### src/rtl/uart_pkg.sv
// Shared UART definitions: FSM state encoding and frame constants.
package uart_pkg;

  localparam int DEFAULT_CLKS_PER_BIT = 20;
  localparam int DATA_BITS            = 8;

  typedef enum logic [2:0] {
    s_idle      = 3'd0,
    s_start_bit = 3'd1,
    s_data_bits = 3'd2,
    s_stop_bit  = 3'd3,
    s_cleanup   = 3'd4
  } uart_state_e;

endpackage

### src/rtl/uart_rx_sync_2ff.sv
// Two-flop synchroniser for an asynchronous single-bit input.
module sync_2ff #(
  parameter logic RST_VAL = 1'b1
) (
  input  logic clock,
  input  logic reset,
  input  logic i_d,
  output logic o_q
);

  logic r_meta;
  logic r_sync;

  always_ff @(posedge clock) begin
    if (!reset) begin
      r_meta <= RST_VAL;
      r_sync <= RST_VAL;
    end else begin
      r_meta <= i_d;
      r_sync <= r_meta;
    end
  end

  assign o_q = r_sync;

endmodule

### src/rtl/uart_rx.sv
// 8N1 UART receiver: start-bit qualification at half bit, mid-bit data sampling,
// one-cycle done / frame-error strobes.
module uart_rx
  import uart_pkg::*;
#(
  parameter int CLKS_PER_BIT = DEFAULT_CLKS_PER_BIT
) (
  input  logic       clock,
  input  logic       reset,
  input  logic       serial_in,
  output logic [7:0] out_Byte,
  output logic       r_done,
  output logic       r_frame_err,
  output logic       busy
);

  localparam int HALF_BIT = (CLKS_PER_BIT - 1) / 2;
  localparam logic [7:0] HALF_CNT = 8'(HALF_BIT);
  localparam logic [7:0] LAST_CNT = 8'(CLKS_PER_BIT - 1);
  localparam logic [2:0] LAST_IDX = 3'(DATA_BITS - 1);

  uart_state_e r_state, w_state_nx;
  logic [7:0]  r_count, w_count_nx;
  logic [2:0]  r_index, w_index_nx;
  logic [7:0]  r_shift, w_shift_nx;
  logic [7:0]  w_byte_nx;
  logic        w_done_nx, w_err_nx;
  logic        w_rx;

  sync_2ff #(.RST_VAL(1'b1)) u_sync (
    .clock (clock),
    .reset (reset),
    .i_d   (serial_in),
    .o_q   (w_rx)
  );

  always_ff @(posedge clock) begin
    if (!reset) begin
      r_state     <= s_idle;
      r_count     <= '0;
      r_index     <= '0;
      r_shift     <= '0;
      out_Byte    <= '0;
      r_done      <= 1'b0;
      r_frame_err <= 1'b0;
    end else begin
      r_state     <= w_state_nx;
      r_count     <= w_count_nx;
      r_index     <= w_index_nx;
      r_shift     <= w_shift_nx;
      out_Byte    <= w_byte_nx;
      r_done      <= w_done_nx;
      r_frame_err <= w_err_nx;
    end
  end

  // Strobes default low every cycle, so each pulse lasts exactly one clock.
  always_comb begin
    w_state_nx = r_state;
    w_count_nx = r_count;
    w_index_nx = r_index;
    w_shift_nx = r_shift;
    w_byte_nx  = out_Byte;
    w_done_nx  = 1'b0;
    w_err_nx   = 1'b0;
    unique case (r_state)
      s_idle: begin
        w_count_nx = '0;
        w_index_nx = '0;
        if (!w_rx) w_state_nx = s_start_bit;
      end
      s_start_bit: begin
        if (r_count == HALF_CNT) begin
          w_count_nx = '0;
          w_state_nx = w_rx ? s_idle : s_data_bits;
        end else begin
          w_count_nx = r_count + 8'd1;
        end
      end
      s_data_bits: begin
        if (r_count == LAST_CNT) begin
          w_count_nx          = '0;
          w_shift_nx[r_index] = w_rx;
          if (r_index == LAST_IDX) begin
            w_index_nx = '0;
            w_state_nx = s_stop_bit;
          end else begin
            w_index_nx = r_index + 3'd1;
          end
        end else begin
          w_count_nx = r_count + 8'd1;
        end
      end
      s_stop_bit: begin
        if (r_count == LAST_CNT) begin
          w_count_nx = '0;
          if (w_rx) begin
            w_byte_nx = r_shift;
            w_done_nx = 1'b1;
          end else begin
            w_err_nx = 1'b1;
          end
          w_state_nx = s_cleanup;
        end else begin
          w_count_nx = r_count + 8'd1;
        end
      end
      s_cleanup: begin
        // A held-low break line parks here, yielding a single error pulse.
        if (w_rx) w_state_nx = s_idle;
      end
      default: w_state_nx = s_idle;
    endcase
  end

  assign busy = (r_state != s_idle);

endmodule

### config.mk
export PLATFORM = sky130hd
export DESIGN_NAME = uart_rx
export DESIGN_NICKNAME = d
export VERILOG_FILES = /design/src/rtl/uart_pkg.sv /design/src/rtl/uart_rx_sync_2ff.sv /design/src/rtl/uart_rx.sv
export SDC_FILE = /design/constraint.sdc
export NUM_CORES = 1
export LEC_CHECK = 0
export CAP_MARGIN = 30
export CORE_UTILIZATION = 45
export DETAILED_ROUTE_END_ITERATION = 6
export MAX_ROUTING_LAYER = met4
export PLACE_DENSITY = 0.67
export SLEW_MARGIN = 40
export SYNTH_ARGS = -nofsm -noshare
export SYNTH_HDL_FRONTEND = slang
export SYNTH_SLANG_ARGS = --single-unit
### constraint.sdc
create_clock -name clock -period 1.6 [get_ports clock]
set_clock_uncertainty 0.05 [all_clocks]
set_input_delay 0.24 -clock clock [delete_from_list [all_inputs] [get_ports clock]]
set_output_delay 0.24 -clock clock [all_outputs]
set_load 0.02 [all_outputs]
# Word level (Yosys, flattened, before mapping)
# Index checks and enable logic that the tools add are counted.
[totals] in_bits=3 ff_bits=34
[classes] eq_ne=13 magnitude_cmp=2 n_reduce_logical=11 mux=19 add_sub_neg=2
[ops] cell="$mux 3" n=8
[ops] cell="$pmux 8 s3" n=1
[ops] cell="$mux 8" n=2
[ops] cell="$pmux 3 s5" n=1
[ops] cell="$ne 2x2->1 const B" n=5
[ops] cell="$add 8x1->8 const B" n=1
[ops] cell="$bwmux 8" n=1
[ops] cell="$eq 8x4->1 const B" n=1
[ops] cell="$eq 8x5->1 const B" n=1
[ops] cell="$eq 3x2->1 const B" n=2
[ops] cell="$eq 3x3->1 const B" n=2
[ops] cell="$pmux 3 s2" n=1
[ops] cell="$reduce_and 3->1" n=2
[ops] cell="$reduce_and 6->1" n=1
[ops] cell="$reduce_bool 3->1" n=2
[ops] cell="$lt 3x4->1 const B" n=1
[ops] cell="$reduce_and 2->1" n=2
[ops] cell="$add 3x1->3 const B" n=1
[ops] cell="$demux 1 s3" n=1
[ops] cell="$eq 3x1->1 const B" n=1
[ops] cell="$ge 3x1->1 const B" n=1
[ops] cell="$logic_not 3->1" n=1
[ops] cell="$mux 1" n=3
[ops] cell="$mux 2" n=1
[ops] cell="4 further kinds" n=4

# Depth between registers and ports, before layout
# Gate-level depths: netlist of the first run.
[depth] depth_word=5 mapped_depth=6

# By module
# Synthesis of the first run repeated with hierarchy kept, for this count alone.
[hier_totals] cells_unflattened=185 hier_area_um2=1704.1
[by_module_without_submodules] module="uart_rx" area_each_um2=1651.6 instances=1 cells_each=181
[by_module_without_submodules] module="sync_2ff" area_each_um2=52.6 instances=1 cells_each=4

# Worst setup path before layout of the first run
# OpenSTA, ideal clock, no wires.
[synth_path] kind="flip-flop to flip-flop" startpoint="reg r_count[0]" endpoint="reg r_shift[1]" t_arrival_ps=1441 setup_slack_ps=36 stages_incl_launch_ff=6 t_required_ps=1477 path_buffers=0 path_cell_list="dfxtp_1 -> ha_1 -> and3b_1 -> nand3_2 -> nor4_1 -> mux2i_1"
[synth_between] elab_chain_cells=2
[synth_lines] item="start, declared" line="uart_rx.sv:23" text="logic [7:0] r_count, w_count_nx;"
[synth_lines] item="start signal, assigned" line="uart_rx.sv:48" text="r_count <= w_count_nx;"
[synth_lines] item="$eq 8x5->1" line="uart_rx.sv:81" text="if (r_count == LAST_CNT) begin"
[synth_lines] item="$reduce_and 2->1 (no source line)"
[synth_lines] item="end signal, assigned" line="uart_rx.sv:50" text="r_shift <= w_shift_nx;"
[synth_lines] item="end, declared" line="uart_rx.sv:25" text="logic [7:0] r_shift, w_shift_nx;"
# No other way between the ends.
# A chain may end at the register's enable or synchronous reset.

# Worst setup path in the final report of the first run
[layout_path] startpoint="reg r_count[6]" endpoint="reg out_Byte[1]"
[layout_between] elab_chain_cells=2
[layout_lines] item="$eq 8x5->1" line="uart_rx.sv:95" text="if (r_count == LAST_CNT) begin"
[layout_lines] item="$reduce_and 3->1 (no source line)"
[layout_lines] item="end signal, assigned" line="uart_rx.sv:51" text="out_Byte <= w_byte_nx;"
[layout_lines] item="end, declared" line="uart_rx.sv:11" text="output logic [7:0] out_Byte,"
# No other way between the ends.

==> results of run 1 <==
-- cells in the final DEF, fill, tap and decap left out, types with 3 or more instances in the layout --
cell type	netlist	final
nand2_1	35	35
dfxtp_1	34	31
buf_4	0	21
mux2i_1	17	17
nand3_1	11	11
dlymetal6s2s_1	0	8
nor3_1	8	5
clkbuf_4	0	5
nor2_1	7	4
inv_1	5	4
clkdlybuf4s50_1	0	4
nor3_2	0	3
nand4b_1	3	3
a41o_1	3	3
dfxtp_2	0	3
-- per-stage QoR --
step / area [µm²] / hold WS (ns) / setup slack (ns) / power (µW)
after global placement: 1860 / 0.339 / -0.00515 / 940
final: 2110 / 0.365 / -0.0234 / 1430
after CTS: 1960 / 0.376 / -0.0397 / 1430
after floorplan: 1570 / 0.291 / 0.0360 / 914
after detailed placement: 1860 / 0.352 / -0.0503 / 942
after global routing: 2110 / 0.413 / -0.0950 / 1480
-- flip-flops by register name (all words and copies together), names as in the netlist --
| name | count |
|---|---|
| u_sync.r_meta | 1 |
| r_index | 3 |
| r_state | 3 |
| r_frame_err | 1 |
| r_shift | 8 |
| u_sync.o_q | 1 |
| out_Byte | 8 |
| r_done | 1 |
| r_count | 8 |
-- power groups by stage --
stage	registers [µW]	logic (µW)	clock network, µW
floorplan	872	42.1	0
global placement	872	68.0	0
detailed placement	872	69.9	0
CTS	853	69.6	509
global route	855	83.6	546
finish	854	76.0	496
-- how the worst max path moves through the flow --
stage                        endpoint  slack, ns  cells after the start
final                     out_Byte[1]      -0.02                      6
after global routing      out_Byte[7]      -0.09                      6
after CTS                 out_Byte[5]      -0.04                      5
after detailed placement   r_count[3]      -0.05                      5
after global placement    out_Byte[6]     -0.005                      6
after floorplan            r_shift[1]       0.04                      5
-- routing by layer --
layer	wire length [µm]	global-route usage, %
met5	0	-
met4	88	9.42
met3	133	5.25
met2	1820	34.8
met1	1630	27.8
-- critical path, cell delays in order, from the launching register on --
cell	delay, ns
dfxtp_2	0.36
nor4_4	0.25
buf_4	0.19
and3_4	0.20
nand4_1	0.15
buf_4	0.21
mux2i_1	0.11
-- layout make-up --
| type | instances | area, µm² |
|---|---|---|
| well taps | 46 | 57.6 |
| repair buffers | 35 | 314 |
| clock buffers | 7 | 55.1 |
| fillers | 279 | 1220 |
| clock inverters | 1 | 5.00 |
| flip-flops and latches | 34 | 684 |
| inverters | 5 | 18.8 |
| multi-input cells | 127 | 980 |
-- kinds of logic (layout without fill, tap and decap cells) --
| family | after synthesis | after routing | share of synthesized area (%) |
|---|---|---|---|
| adders and majority gates | 4 | 4 | 3.19 |
| and+or+nand+nor | 86 | 87 | 28.9 |
| DFF | 34 | 34 | 43.4 |
| buffers and inverters | 14 | 48 | 3.99 |
| AOI/OAI and AO/OA | 19 | 19 | 9.65 |
| muxes | 17 | 17 | 10.8 |
-- what timing repair did --
action / 4_1_cts / 5_1_grt
buffers inserted: 1 / 2
endpoints found under the setup margin: 15 / 34
gates cloned: 0 / 1
resized for setup: 12 / 30
pin swaps: 4 / 6
hold endpoints to repair: 0 / 0
==> results.py, run 1 <==
metrics = {
    "setup_path": {
        "endpoint_kind": "flop",
        "r2r_cells": 6,
        "required_ns": 1.78,
        "r2r_setup_slack_ns": -0.02,
        "r2r-start": "r_count[6]",
        "cp-start-kind": "flop",
        "worstSetupPathType": "reg -> reg",
        "critPathMaxFanout": 5,
        "cp.arrival_ns": 1.81,
        "worstSetupStartpoint": "r_count[6]",
        "r2r_end": "out_Byte[1]",
    },
    "min_path": {
        "min_path_type": "reg -> reg",
        "hold_end": "u_sync.o_q",
        "hold_path_depth": 1,
        "min-delay-start": "u_sync.r_meta",
    },
    "detailed_routing": {
        "wl_per_cell_um": 14.4,
        "drt_iter0_markers": 68,
        "vias": 1408,
        "drc": 0,
        "viasPerCell": 5.52,
        "ant_nets": 0,
        "wirelength_um": 3670,
        "drt-pass1-iter-count": 4,
    },
    "timing": {
        "rsz0062_at_grt": "true",
        "fin_crit_sh_pct": 101,
        "worst_slack_ns": -0.0234,
        "slew_headroom_pct": 59.0,
        "tns_ns": -0.0853,
        "max_freq_ghz": 0.616,
        "setup_viol": 7,
        "hold_violations": 0,
        "drv_slew": 0,
        "tightest_slew_ns": 0.608,
        "fin_crit_ns": 1.62,
    },
    "pwr": {
        "pwr-share-clk_pct": 34.8,
        "power_switching_uw": 335,
        "sw_frac_of_total_pct": 23.5,
        "power_density_mw_per_mm2": 674,
        "p_leak_uw": 0.000969,
        "p_seq_share_pct": 59.9,
        "max-vdd-ir-drop_mv": 0.334,
        "internal-power_uw": 1090,
        "combPwrFrac_pct": 5.3,
    },
    "synthesis": {
        "synth_nets": 181,
        "ys.flop_type": "dfxtp_1",
        "yosys.area.top_type": "dfxtp_1",
        "synth_area_mm2": 0.00157,
        "syn_area_per_cell_um2": 9.02,
        "synth-async-reset-ratio_pct": 0,
        "synth.distinct_cells": 40,
        "synthTopCellsByCount": "35 x nand2_1, 34 x dfxtp_1, 17 x mux2i_1, 11 x nand3_1, 8 x nor3_1",
        "synth_top_area_share_pct": 43.4,
        "synth_most_common_cell": "nand2_1",
        "synth_edf_count": 0,
        "syn_inst": 174,
        "ys_warn_count": 0,
        "synthTopCellsByArea": "dfxtp_1 43%, mux2i_1 11%, nand2_1 8.4%, nand3_1 3.5%, ha_1 3.2%",
        "ys_seq_elements": 34,
        "ys_seq_area_share_pct": 43.4,
    },
    "clock_network": {
        "clock-root-buffer": "clkbuf_4",
        "cts-htree-levels": 2,
        "tritoncts": "done",
        "clkTransAtPathRegs_ns": 0.10,
        "hold_buffers": 0,
        "cts_buffer_depth": 2,
        "clkSinkCount": 34,
        "worstSkewPairLatency_ns": 0.34,
        "cts_buffers": 5,
    },
    "global_route": {
        "grt_max_degree": 32,
        "grt_pass1_wl_um": 5870,
        "track_usage_pct": 22.4,
        "grt-ovfl-total": 0,
        "antenna_found_initial": 0,
        "grt_pass1_vias": 1277,
    },
    "die": {
        "start_util_pct": 47.0,
        "num_io_pins": 14,
        "rows": 21,
        "die_w_um": 61.1,
        "die_height_um": 61.1,
        "dieArea_mm2": 0.00373,
        "core_area_mm2": 0.00334,
    },
    "cells_and_area": {
        "diodes": 0,
        "final_util_pct": 63.4,
        "syn_to_final_growth_pct": 34.8,
        "layout-drive-gt1-share_pct": 26.8,
        "final_cells": 255,
        "fin_nets": 215,
    },
    "outcome": {
        "status": "complete, but fails checks",
        "failed_checks": "negative setup slack",
    },
    "place": {
        "place_inst": 243,
        "place.gp.congestion": 0.876,
        "io_buffer_count": 13,
        "dp_hpwl_um": 2410,
    },
    "flow_run": {
        "maxCapViolCount": 0,
    },
}
Note: power is estimated with default switching activity, not from simulation.
==> run 2: changes to the inputs <==
--- a/config.mk
+++ b/config.mk
@@ -14,3 +14,4 @@
 export SYNTH_ARGS = -nofsm -noshare
 export SYNTH_HDL_FRONTEND = slang
 export SYNTH_SLANG_ARGS = --single-unit
+export TNS_END_PERCENT = 100
==> results of run 2 <==
The final DEF is identical to that of run 1; final timing and power are the same.
